File: src/rtl/muldiv_pkg.sv
// Shared types and constants for the iterative RV32M multiply/divide unit.
package muldiv_pkg;

    localparam int unsigned XLEN    = 32;
    localparam int unsigned MD_OP_W = 4;

    // Codes 0-7 match funct3; the spare top bit lets illegal codes reach the unit.
    typedef enum logic [MD_OP_W-1:0] {
        MD_OP_MUL    = 4'd0,
        MD_OP_MULH   = 4'd1,
        MD_OP_MULHSU = 4'd2,
        MD_OP_MULHU  = 4'd3,
        MD_OP_DIV    = 4'd4,
        MD_OP_DIVU   = 4'd5,
        MD_OP_REM    = 4'd6,
        MD_OP_REMU   = 4'd7
    } md_op_e;

    typedef enum logic [2:0] {
        MD_ST_IDLE,
        MD_ST_CALC,
        MD_ST_FIX,
        MD_ST_SPECIAL,
        MD_ST_DONE
    } md_state_e;

    localparam logic [31:0] MD_UNKNOWN_RESULT = 32'hdeadbeef;

    function automatic logic md_op_known(input logic [MD_OP_W-1:0] op);
        return (op[MD_OP_W-1] == 1'b0);
    endfunction

    function automatic logic md_is_div(input md_op_e op);
        return (op inside {MD_OP_DIV, MD_OP_DIVU, MD_OP_REM, MD_OP_REMU});
    endfunction

    function automatic logic md_a_signed(input md_op_e op);
        return (op inside {MD_OP_MUL, MD_OP_MULH, MD_OP_MULHSU, MD_OP_DIV, MD_OP_REM});
    endfunction

    function automatic logic md_b_signed(input md_op_e op);
        return (op inside {MD_OP_MUL, MD_OP_MULH, MD_OP_DIV, MD_OP_REM});
    endfunction

endpackage

File: src/rtl/muldiv_if.sv
// Request/response handshake between the execute stage and the multiply/divide unit.
interface muldiv_if import muldiv_pkg::*; #(
    parameter int unsigned XLEN_P = XLEN
) ();

    logic               in_valid;
    logic               in_ready;
    logic [MD_OP_W-1:0] op;
    logic [XLEN_P-1:0]  a;
    logic [XLEN_P-1:0]  b;
    logic               kill;
    logic               out_valid;
    logic               out_ready;
    logic [XLEN_P-1:0]  result;

    modport master (
        output in_valid, op, a, b, kill, out_ready,
        input  in_ready, out_valid, result
    );

    modport slave (
        input  in_valid, op, a, b, kill, out_ready,
        output in_ready, out_valid, result
    );

endinterface

File: src/rtl/muldiv_step.sv
// One radix-2 iteration on {hi, lo}: shift-add multiply or restoring shift-subtract divide.
module muldiv_step import muldiv_pkg::*; #(
    parameter int unsigned XLEN_P = XLEN
) (
    input  logic              div_i,
    input  logic [XLEN_P-1:0] hi_i,
    input  logic [XLEN_P-1:0] lo_i,
    input  logic [XLEN_P-1:0] opd_i,
    output logic [XLEN_P-1:0] hi_o,
    output logic [XLEN_P-1:0] lo_o
);

    logic [XLEN_P:0] sum;
    logic [XLEN_P:0] shifted;
    logic [XLEN_P:0] diff;

    always_comb begin
        sum     = {1'b0, hi_i} + (lo_i[0] ? {1'b0, opd_i} : '0);
        shifted = {hi_i, lo_i[XLEN_P-1]};
        // Remainder stays below the divisor, so bit XLEN_P of diff is a clean borrow flag.
        diff    = shifted - {1'b0, opd_i};
        if (div_i) begin
            if (!diff[XLEN_P]) begin
                hi_o = diff[XLEN_P-1:0];
                lo_o = {lo_i[XLEN_P-2:0], 1'b1};
            end else begin
                hi_o = shifted[XLEN_P-1:0];
                lo_o = {lo_i[XLEN_P-2:0], 1'b0};
            end
        end else begin
            hi_o = sum[XLEN_P:1];
            lo_o = {sum[0], lo_i[XLEN_P-1:1]};
        end
    end

endmodule

File: src/rtl/muldiv.sv
// Iterative RV32M multiply/divide unit: FSM, operand sign handling and result selection.
module muldiv import muldiv_pkg::*; #(
    parameter int unsigned XLEN_P = XLEN
) (
    input logic      clk,
    input logic      rst,
    muldiv_if.slave  md
);

    localparam int unsigned CNT_W = $clog2(XLEN_P);

    md_state_e         state_q, state_d;
    md_op_e            op_q, op_d;
    logic [XLEN_P-1:0] a_q, a_d;
    logic [XLEN_P-1:0] hi_q, hi_d;
    logic [XLEN_P-1:0] lo_q, lo_d;
    logic [XLEN_P-1:0] opd_q, opd_d;
    logic [XLEN_P-1:0] result_q, result_d;
    logic [CNT_W-1:0]  cnt_q, cnt_d;
    logic              neg_a_q, neg_a_d;
    logic              neg_b_q, neg_b_d;
    logic              bz_q, bz_d;
    logic              out_valid_q, out_valid_d;

    md_op_e            op_in;
    logic              accept;
    logic              in_neg_a;
    logic              in_neg_b;
    logic              in_special;
    logic [XLEN_P-1:0] step_hi;
    logic [XLEN_P-1:0] step_lo;
    logic [XLEN_P-1:0] fix_res;
    logic [XLEN_P-1:0] spec_res;
    logic [2*XLEN_P-1:0] prod;
    logic [XLEN_P-1:0] quo;
    logic [XLEN_P-1:0] rem;

    muldiv_step #(.XLEN_P(XLEN_P)) u_step (
        .div_i (md_is_div(op_q)),
        .hi_i  (hi_q),
        .lo_i  (lo_q),
        .opd_i (opd_q),
        .hi_o  (step_hi),
        .lo_o  (step_lo)
    );

    always_comb begin
        op_in      = md_op_e'(md.op);
        accept     = (state_q == MD_ST_IDLE) && md.in_valid && !md.kill;
        in_neg_a   = md_a_signed(op_in) && md.a[XLEN_P-1];
        in_neg_b   = md_b_signed(op_in) && md.b[XLEN_P-1];
        in_special = !md_op_known(md.op)
                   || (md_is_div(op_in)
                       && ((md.b == '0)
                           || ((op_in inside {MD_OP_DIV, MD_OP_REM})
                               && (md.a == {1'b1, {(XLEN_P-1){1'b0}}})
                               && (md.b == '1))));
    end

    always_comb begin
        prod = {hi_q, lo_q};
        if (neg_a_q ^ neg_b_q) begin
            prod = -prod;
        end
        quo = (neg_a_q ^ neg_b_q) ? -lo_q : lo_q;
        rem = neg_a_q ? -hi_q : hi_q;
        case (op_q)
            MD_OP_MUL:                            fix_res = prod[XLEN_P-1:0];
            MD_OP_MULH, MD_OP_MULHSU, MD_OP_MULHU: fix_res = prod[2*XLEN_P-1:XLEN_P];
            MD_OP_DIV, MD_OP_DIVU:                fix_res = quo;
            default:                              fix_res = rem;
        endcase

        if (!md_op_known(op_q)) begin
            spec_res = XLEN_P'(MD_UNKNOWN_RESULT);
        end else if (bz_q) begin
            spec_res = (op_q inside {MD_OP_DIV, MD_OP_DIVU}) ? '1 : a_q;
        end else begin
            spec_res = (op_q == MD_OP_DIV) ? a_q : '0;
        end
    end

    always_comb begin
        state_d     = state_q;
        op_d        = op_q;
        a_d         = a_q;
        hi_d        = hi_q;
        lo_d        = lo_q;
        opd_d       = opd_q;
        result_d    = result_q;
        cnt_d       = cnt_q;
        neg_a_d     = neg_a_q;
        neg_b_d     = neg_b_q;
        bz_d        = bz_q;
        out_valid_d = 1'b0;

        case (state_q)
            MD_ST_IDLE: begin
                if (accept) begin
                    op_d    = op_in;
                    a_d     = md.a;
                    neg_a_d = in_neg_a;
                    neg_b_d = in_neg_b;
                    bz_d    = (md.b == '0);
                    hi_d    = '0;
                    lo_d    = in_neg_a ? -md.a : md.a;
                    opd_d   = in_neg_b ? -md.b : md.b;
                    cnt_d   = '0;
                    state_d = in_special ? MD_ST_SPECIAL : MD_ST_CALC;
                end
            end
            MD_ST_CALC: begin
                hi_d  = step_hi;
                lo_d  = step_lo;
                cnt_d = cnt_q + 1'b1;
                if (cnt_q == CNT_W'(XLEN_P - 1)) begin
                    state_d = MD_ST_FIX;
                end
            end
            MD_ST_FIX: begin
                result_d = fix_res;
                state_d  = MD_ST_DONE;
            end
            MD_ST_SPECIAL: begin
                result_d = spec_res;
                state_d  = MD_ST_DONE;
            end
            MD_ST_DONE: begin
                // out_valid is registered one cycle into DONE, so a handshake needs it already high.
                if (out_valid_q && md.out_ready) begin
                    state_d = MD_ST_IDLE;
                end else begin
                    out_valid_d = 1'b1;
                end
            end
            default: state_d = MD_ST_IDLE;
        endcase

        if (md.kill && (state_q != MD_ST_IDLE)) begin
            state_d     = MD_ST_IDLE;
            result_d    = result_q;
            out_valid_d = 1'b0;
        end
    end

    always_ff @(posedge clk or posedge rst) begin
        if (rst) begin
            state_q     <= MD_ST_IDLE;
            op_q        <= MD_OP_MUL;
            a_q         <= '0;
            hi_q        <= '0;
            lo_q        <= '0;
            opd_q       <= '0;
            result_q    <= '0;
            cnt_q       <= '0;
            neg_a_q     <= 1'b0;
            neg_b_q     <= 1'b0;
            bz_q        <= 1'b0;
            out_valid_q <= 1'b0;
        end else begin
            state_q     <= state_d;
            op_q        <= op_d;
            a_q         <= a_d;
            hi_q        <= hi_d;
            lo_q        <= lo_d;
            opd_q       <= opd_d;
            result_q    <= result_d;
            cnt_q       <= cnt_d;
            neg_a_q     <= neg_a_d;
            neg_b_q     <= neg_b_d;
            bz_q        <= bz_d;
            out_valid_q <= out_valid_d;
        end
    end

    assign md.in_ready  = (state_q == MD_ST_IDLE);
    assign md.out_valid = out_valid_q;
    assign md.result    = result_q;

endmodule

File: src/flat_wrapper.sv
// flat-port wrapper written by rule: the top's interface ports become plain ports
module muldiv_flat import muldiv_pkg::*;
#(
    parameter int unsigned XLEN_P = XLEN
)
  (clk, rst, md_in_valid, md_op, md_a, md_b, md_kill, md_out_ready, md_in_ready, md_out_valid, md_result);
  muldiv_if #(.XLEN_P(XLEN_P)) md_i ();
  input logic clk;
  input logic rst;
  input wire logic [$bits(md_i.in_valid)-1:0] md_in_valid;
  input wire logic [$bits(md_i.op)-1:0] md_op;
  input wire logic [$bits(md_i.a)-1:0] md_a;
  input wire logic [$bits(md_i.b)-1:0] md_b;
  input wire logic [$bits(md_i.kill)-1:0] md_kill;
  input wire logic [$bits(md_i.out_ready)-1:0] md_out_ready;
  output wire logic [$bits(md_i.in_ready)-1:0] md_in_ready;
  output wire logic [$bits(md_i.out_valid)-1:0] md_out_valid;
  output wire logic [$bits(md_i.result)-1:0] md_result;
  assign md_i.in_valid = md_in_valid;
  assign md_i.op = md_op;
  assign md_i.a = md_a;
  assign md_i.b = md_b;
  assign md_i.kill = md_kill;
  assign md_i.out_ready = md_out_ready;
  assign md_in_ready = md_i.in_ready;
  assign md_out_valid = md_i.out_valid;
  assign md_result = md_i.result;
  muldiv #(.XLEN_P(XLEN_P)) u_core (.clk(clk), .rst(rst), .md(md_i));
endmodule
File: config.mk
export PLATFORM = sky130hd
export DESIGN_NAME = muldiv_flat
export DESIGN_NICKNAME = d
export VERILOG_FILES = /design/src/rtl/muldiv_pkg.sv /design/src/rtl/muldiv_if.sv /design/src/rtl/muldiv_step.sv /design/src/rtl/muldiv.sv /design/src/flat_wrapper.sv
export SDC_FILE = /design/constraint.sdc
export NUM_CORES = 1
export LEC_CHECK = 0
export BUFFER_PORTS_ARGS = -buffer_cell sky130_fd_sc_hd__buf_4
export CORE_MARGIN = 2
export CORE_UTILIZATION = 50
export CTS_CLUSTER_DIAMETER = 30
export DETAILED_ROUTE_END_ITERATION = 8
export GPL_ROUTABILITY_DRIVEN = 0
export MAX_ROUTING_LAYER = met4
export PLACE_DENSITY = 0.73
export SLEW_MARGIN = 5
export SYNTH_ARGS = -nofsm -noshare
export SYNTH_HDL_FRONTEND = slang
export SYNTH_SLANG_ARGS = --single-unit
File: constraint.sdc
create_clock -name clk -period 4.94 [get_ports clk]
set_input_delay 0.494 -clock clk [delete_from_list [all_inputs] [get_ports clk]]
set_output_delay 0.494 -clock clk [all_outputs]
set_load 0.03 [all_outputs]
* Word-level counts from Yosys, hierarchy flattened
Index checks and enable logic that the tools add are counted.
** Operators by class
- $add $sub $neg :: 8
- Eq/ne operators :: 24
- Muxes and demuxes :: 31
- Bitwise logic cells :: 2
- Reductions and logical operators :: 32
** Operator list (count)
- 2-to-1 mux 32 bit :: 14
- one-hot mux 32 bit (2 select lines) :: 3
- negator 32 bit :: 4
- one-hot mux 32 bit (3 select lines) :: 1
- == test 32 bit (second input constant) :: 2
- 2-to-1 mux 64 bit :: 1
- negator 64 bit :: 1
- adder 32 x 33 -> 33 bit :: 1
- subtractor 33 x 32 -> 33 bit :: 1
- == test 4 x 3 -> 1 bit (second input constant) :: 8
- zero test 32 bit :: 1
- == test 4 x 2 -> 1 bit (second input constant) :: 3
- 2-to-1 mux 3 bit :: 4
- one-hot mux 3 bit (4 select lines) :: 1
- nonzero test 4 bit :: 3
- one-hot mux 5 bit (2 select lines) :: 1
- logical AND 1 bit :: 9
- inequality test 3 x 1 -> 1 bit (second input constant) :: 3
- == test 4 x 1 -> 1 bit (second input constant) :: 2
- zero test 4 bit :: 2
- nonzero test 2 bit :: 4
- == test 3 x 2 -> 1 bit (second input constant) :: 2
- AND reduction 2 bit :: 3
- adder 5 x 1 -> 5 bit (second input constant) :: 1
- 17 further kinds :: 22
** Storage, ports and cells
- Flip-flop bits (word level) :: 176
- Input port bits :: 73
- Output and inout bits :: 34
- Logic and storage cells :: 109

* Longest topological paths before layout
- Word-level depth :: 11
- Depth in mapped cells :: 16
- Gate-level depth less buffers :: 14

* By module
A second synthesis with hierarchy kept.
** Second synthesis, totals
- Cells, all modules :: 2150
- Area, all modules :: 16515.8 sq um
** By module, submodules not included
- muldiv :: times used 1, cells each 1487, area an instance 11925.2 sq um
- muldiv_step :: times used 1, cells each 663, area an instance 4590.7 sq um

* Worst setup path after synthesis
No wires, ideal clock.
- Kind :: flip-flop to flip-flop
- Start point :: register u_core.lo_q[0]
- End point :: register u_core.hi_q[27]
- Arrival :: 3.422 ns
- Data required time :: 4.814 ns
- Slack :: 1.393 ns
- Cell stages (with the launch flop) :: 16
- Path buffers :: 2
- Path through :: dfrtp_1 -> clkbuf_1 -> inv_1 -> clkbuf_1 -> nor2_1 -> ha_1 -> o21ai_1 -> a21oi_1 -> or4_1 -> a21oi_2 -> o211ai_2 -> a41oi_1 -> nor2_1 -> a311o_1 -> xor2_1 -> a221o_1
** Between the ends
- Cells in the longest elaborated chain, start to end :: 4
** Ends and longest elaborated chain
- start: declaration :: line muldiv.sv:16 : logic [XLEN_P-1:0] lo_q, lo_d;
- start signal: assignment :: line muldiv.sv:165 : lo_q <= lo_d;
- 2-to-1 mux 32 bit :: line muldiv_step.sv:18 : sum = {1'b0, hi_i} + (lo_i[0] ? {1'b0, opd_i} : '0);
- adder 32 x 33 -> 33 bit :: line muldiv_step.sv:18
- 2-to-1 mux 32 bit :: line muldiv_step.sv:22 : if (div_i) begin
- one-hot mux 32 bit (2 select lines) :: line muldiv.sv:97 : case (state_q)
- end signal: assignment :: line muldiv.sv:164 : hi_q <= hi_d;
- end: declaration :: line muldiv.sv:15 : logic [XLEN_P-1:0] hi_q, hi_d;
Every way passes these cells.
A chain may end at the register's enable or synchronous reset.

* Final worst setup path
Ends and elaborated chain as after synthesis.

==> summary.md <==
| Metric | Value |
|---|---|
| CTS buffer count | `17` |
| Final Instance Area | `17100 µm²` |
| Initial antenna violation count | `0` |
| Top FF cell, synth | `dfrtp_1` |
| Crit path time final | `3.91 ns` |
| Hold WS | `0.186 ns` |
| Die Span Y | `180 µm` |
| RSZ-0062 raised after global routing | `false` |
| Die width | `180 µm` |
| Max_slew headroom | `0.267` |
| Final Hold Fails | `0` |
| Number of max-cap violations | `0` |
| Fin Setup TNS | `0 ns` |
| Total global-route track usage | `0.321` |
| Final ANT Viol Nets | `0` |
| Sequential area share after synthesis | `0.284` |
| Yosys top cell area share | `0.284` |
| Area of the multi-input gates | `10400 µm²` |
| Peak supply drop | `320 µV` |
| Drt initial violations | `1864` |
| Htree depth | `4` |
| CP required | `5.28 ns` |
| DP Cell Count | `2419` |
| Register-to-Register Path Depth | `14` |
| Router iterations before antenna repair | `6` |
| Main area contributors after synthesis | `dfrtp_1 28%, nand2_1 8.2%, ha_1 5.7%` |
| Vias post-DR | `15700` |
| DP HPWL | `38200 µm` |
| CTS Root Cell | `clkbuf_16` |
| Worst slew pin tran | `1.10 ns` |
| Dpl cell area | `16500 µm²` |
| Avg Inst Size Synth | `7.64 µm²` |
| Vias/cell | `6.39` |
| CTS tree | `built` |
| # rows | `64` |
| Asr flop ratio synth | `1.00` |
| Commonest non-fill, non-tap cell in the layout | `nand2_1` |
| Setup repair bufs after CTS | `0` |
| P&R area growth vs syn | `9.88%` |
| Std-Cell Core Area | `30600 µm²` |
| First-pass GRT wire length | `81300 µm` |
| Fin cells | `2451` |
| Filler cell count | `2909` |
| Vias in the first global route | `14700` |
| I/O pin total | `107` |
| Cell count after synthesis | `2032` |
| Ys Warns | `0` |
| EDFF count, synth | `0` |
| Sink Count | `176` |
| Setup Skew | `0.0177 ns` |
| Arrival time worst endpoint | `4.25 ns` |
| Skew-Pair Late Insertion Delay | `0.45 ns` |
| Synth unique cells | `84` |
| CTS clk-pin slew, worst paths | `0.08 ns` |
| Post-Route WL | `51100 µm` |
| Post-Route Utilization | `0.558` |
| Largest fanout on the critical path | `31` |
| Post-DR wirelength/cell | `20.8 µm` |
| Post-synthesis cell area | `15500 µm²` |
| Largest net degree at the start of global routing | `133` |
| Status | `finished, final reports clean` |
| Effective utilization at floorplan | `0.508` |
| CTS resizes | `0` |
| Max Slew Vio Count | `0` |
| Fin crit share | `0.791` |
| Layout cells sized above 1 | `0.105` |
| Most frequent cells in the layout | `338 x nand2_1, 184 x nor2_1, 176 x dfrtp_1, 161 x a21oi_1, 137 x o21ai_0` |
| # DRC | `0` |
| CTS Buffer Depth | `2` |
| # nets final | `2188` |
| GRT Residual Overflow | `0` |
| Hold WC Path Type | `input pin to asynchronous set/reset pin` |
| Crit Path Class | `flop to flop` |
| CTS Hold Buffers Added | `0` |
| DIE AREA | `32500 µm²` |
| Ant diodes | `0` |
| Port bufs | `106` |
| Synthesized flop and latch total | `176` |
| Register area | `4400 µm²` |
| Yosys top cell by area | `dfrtp_1` |
| Critical Path End Type | `flop` |
| Flop-to-flop setup slack | `1.03 ns` |
| Setup Viol. Count Final | `0` |
| PwrDens | `738 nW/µm²` |
| Syn_nets | `2178` |
| Startpoint types | `flop` |
| Fmax | `0.256 GHz` |
| P_leak | `7.43 nW` |
## cells by family (layout without fill, tap and decap cells)
| group | Yosys count | after routing | synth area share |
|---|---|---|---|
| AND/OR/NAND/NOR | 760 | 760 | 0.231 |
| AO/OA/AOI/OAI | 609 | 609 | 0.252 |
| buffers and inverters | 202 | 225 | 0.0523 |
| XOR/XNOR | 195 | 195 | 0.110 |
| flip-flops | 176 | 176 | 0.284 |
| adder cells (fa/ha/maj) | 73 | 73 | 0.0598 |
| multiplexers | 17 | 17 | 0.0110 |
## per-layer routing
metal | up-vias | track usage | routed length, µm | share of wire
met1 | 7374 | 0.447 | 22200 | 0.43
met5 | - | - | 0 | 0
met2 | 903 | 0.467 | 22300 | 0.44
met3 | 123 | 0.0493 | 4730 | 0.093
li1 | 7260 | - | - | -
met4 | 0 | 0.129 | 1870 | 0.037
## synth_stat cells (all sizes together) (22+ instances only)
library cell and instances:
clkbuf 116, a31oi 48, a211oi 47, o221ai 23, o31ai 33, nand3 27
inv 64, nor2 186, xnor2 97, xor2 98, nand2 340, nand2b 28
a21oi 162, dfrtp 176, buf 22, a21o 37, nor3 42, ha 71
o21ai 144
## critical path, cell delays in order (launching register included)
cell and delay [ns]:
dfrtp_1 0.48, inv_1 0.09, buf_4 0.32, nor2_1 0.08, ha_1 0.33, nand2b_1 0.14, a21oi_1 0.11, or4_1 0.49
a21oi_2 0.32, o211ai_2 0.19, a41oi_1 0.31, nor2_1 0.12, a311o_1 0.38, xor2_1 0.15, a221o_1 0.28
## power breakdown
part	internal, mW	switching, mW	leakage, nW
clock network	0.718	0.628	0.277
registers	2.09	0.952	2.18
logic	3.15	5.05	4.98
## through the flow
stage | total power, mW | setup slack (ns)
floorplan | 8.78 | 1.39
global placement | 10.8 | 1.16
detailed placement | 11.0 | 1.13
CTS | 12.4 | 1.10
global route | 13.5 | 0.840
finish | 12.6 | 1.03
## state kept, by name (all words and copies together), names as in the netlist
name and cells:
u_core.a_q 32, u_core.md.out_valid 1, u_core.neg_b_q 1, u_core.md.result 32, u_core.neg_a_q 1, u_core.op_q 4, u_core.opd_q 32, u_core.hi_q 32
u_core.state_q 3, u_core.bz_q 1, u_core.lo_q 32, u_core.cnt_q 5
## path summary, 6_finish.rpt
| path | startpoint | end |
|---|---|---|
| worst min register to register | u_core.a_q[4]$_DFFE_PP0P_ | u_core.a_q[4]$_DFFE_PP0P_ |
| min in group clk | md_out_ready | u_core.md.out_valid$_DFF_PP0_ |
| worst min-delay path | rst | u_core.md.result[11]$_DFFE_PP0P_ |
| worst max register to register | u_core.lo_q[0]$_DFFE_PP0P_ | u_core.hi_q[27]$_DFFE_PP0P_ |
| worst max-delay path | u_core.lo_q[0]$_DFFE_PP0P_ | u_core.hi_q[27]$_DFFE_PP0P_ |
| max in group asynchronous | rst | u_core.opd_q[12]$_DFFE_PP0P_ |
## layout make-up
type                    count  share of cell area
clock buffers              19              0.0260
flip-flops and latches    176               0.258
well taps                 396              0.0290
clock inverters            13             0.00748
inverters                  64              0.0143
repair buffers            129              0.0582
multi-input cells        1654               0.607
Power figures use the tool's default switching activity.
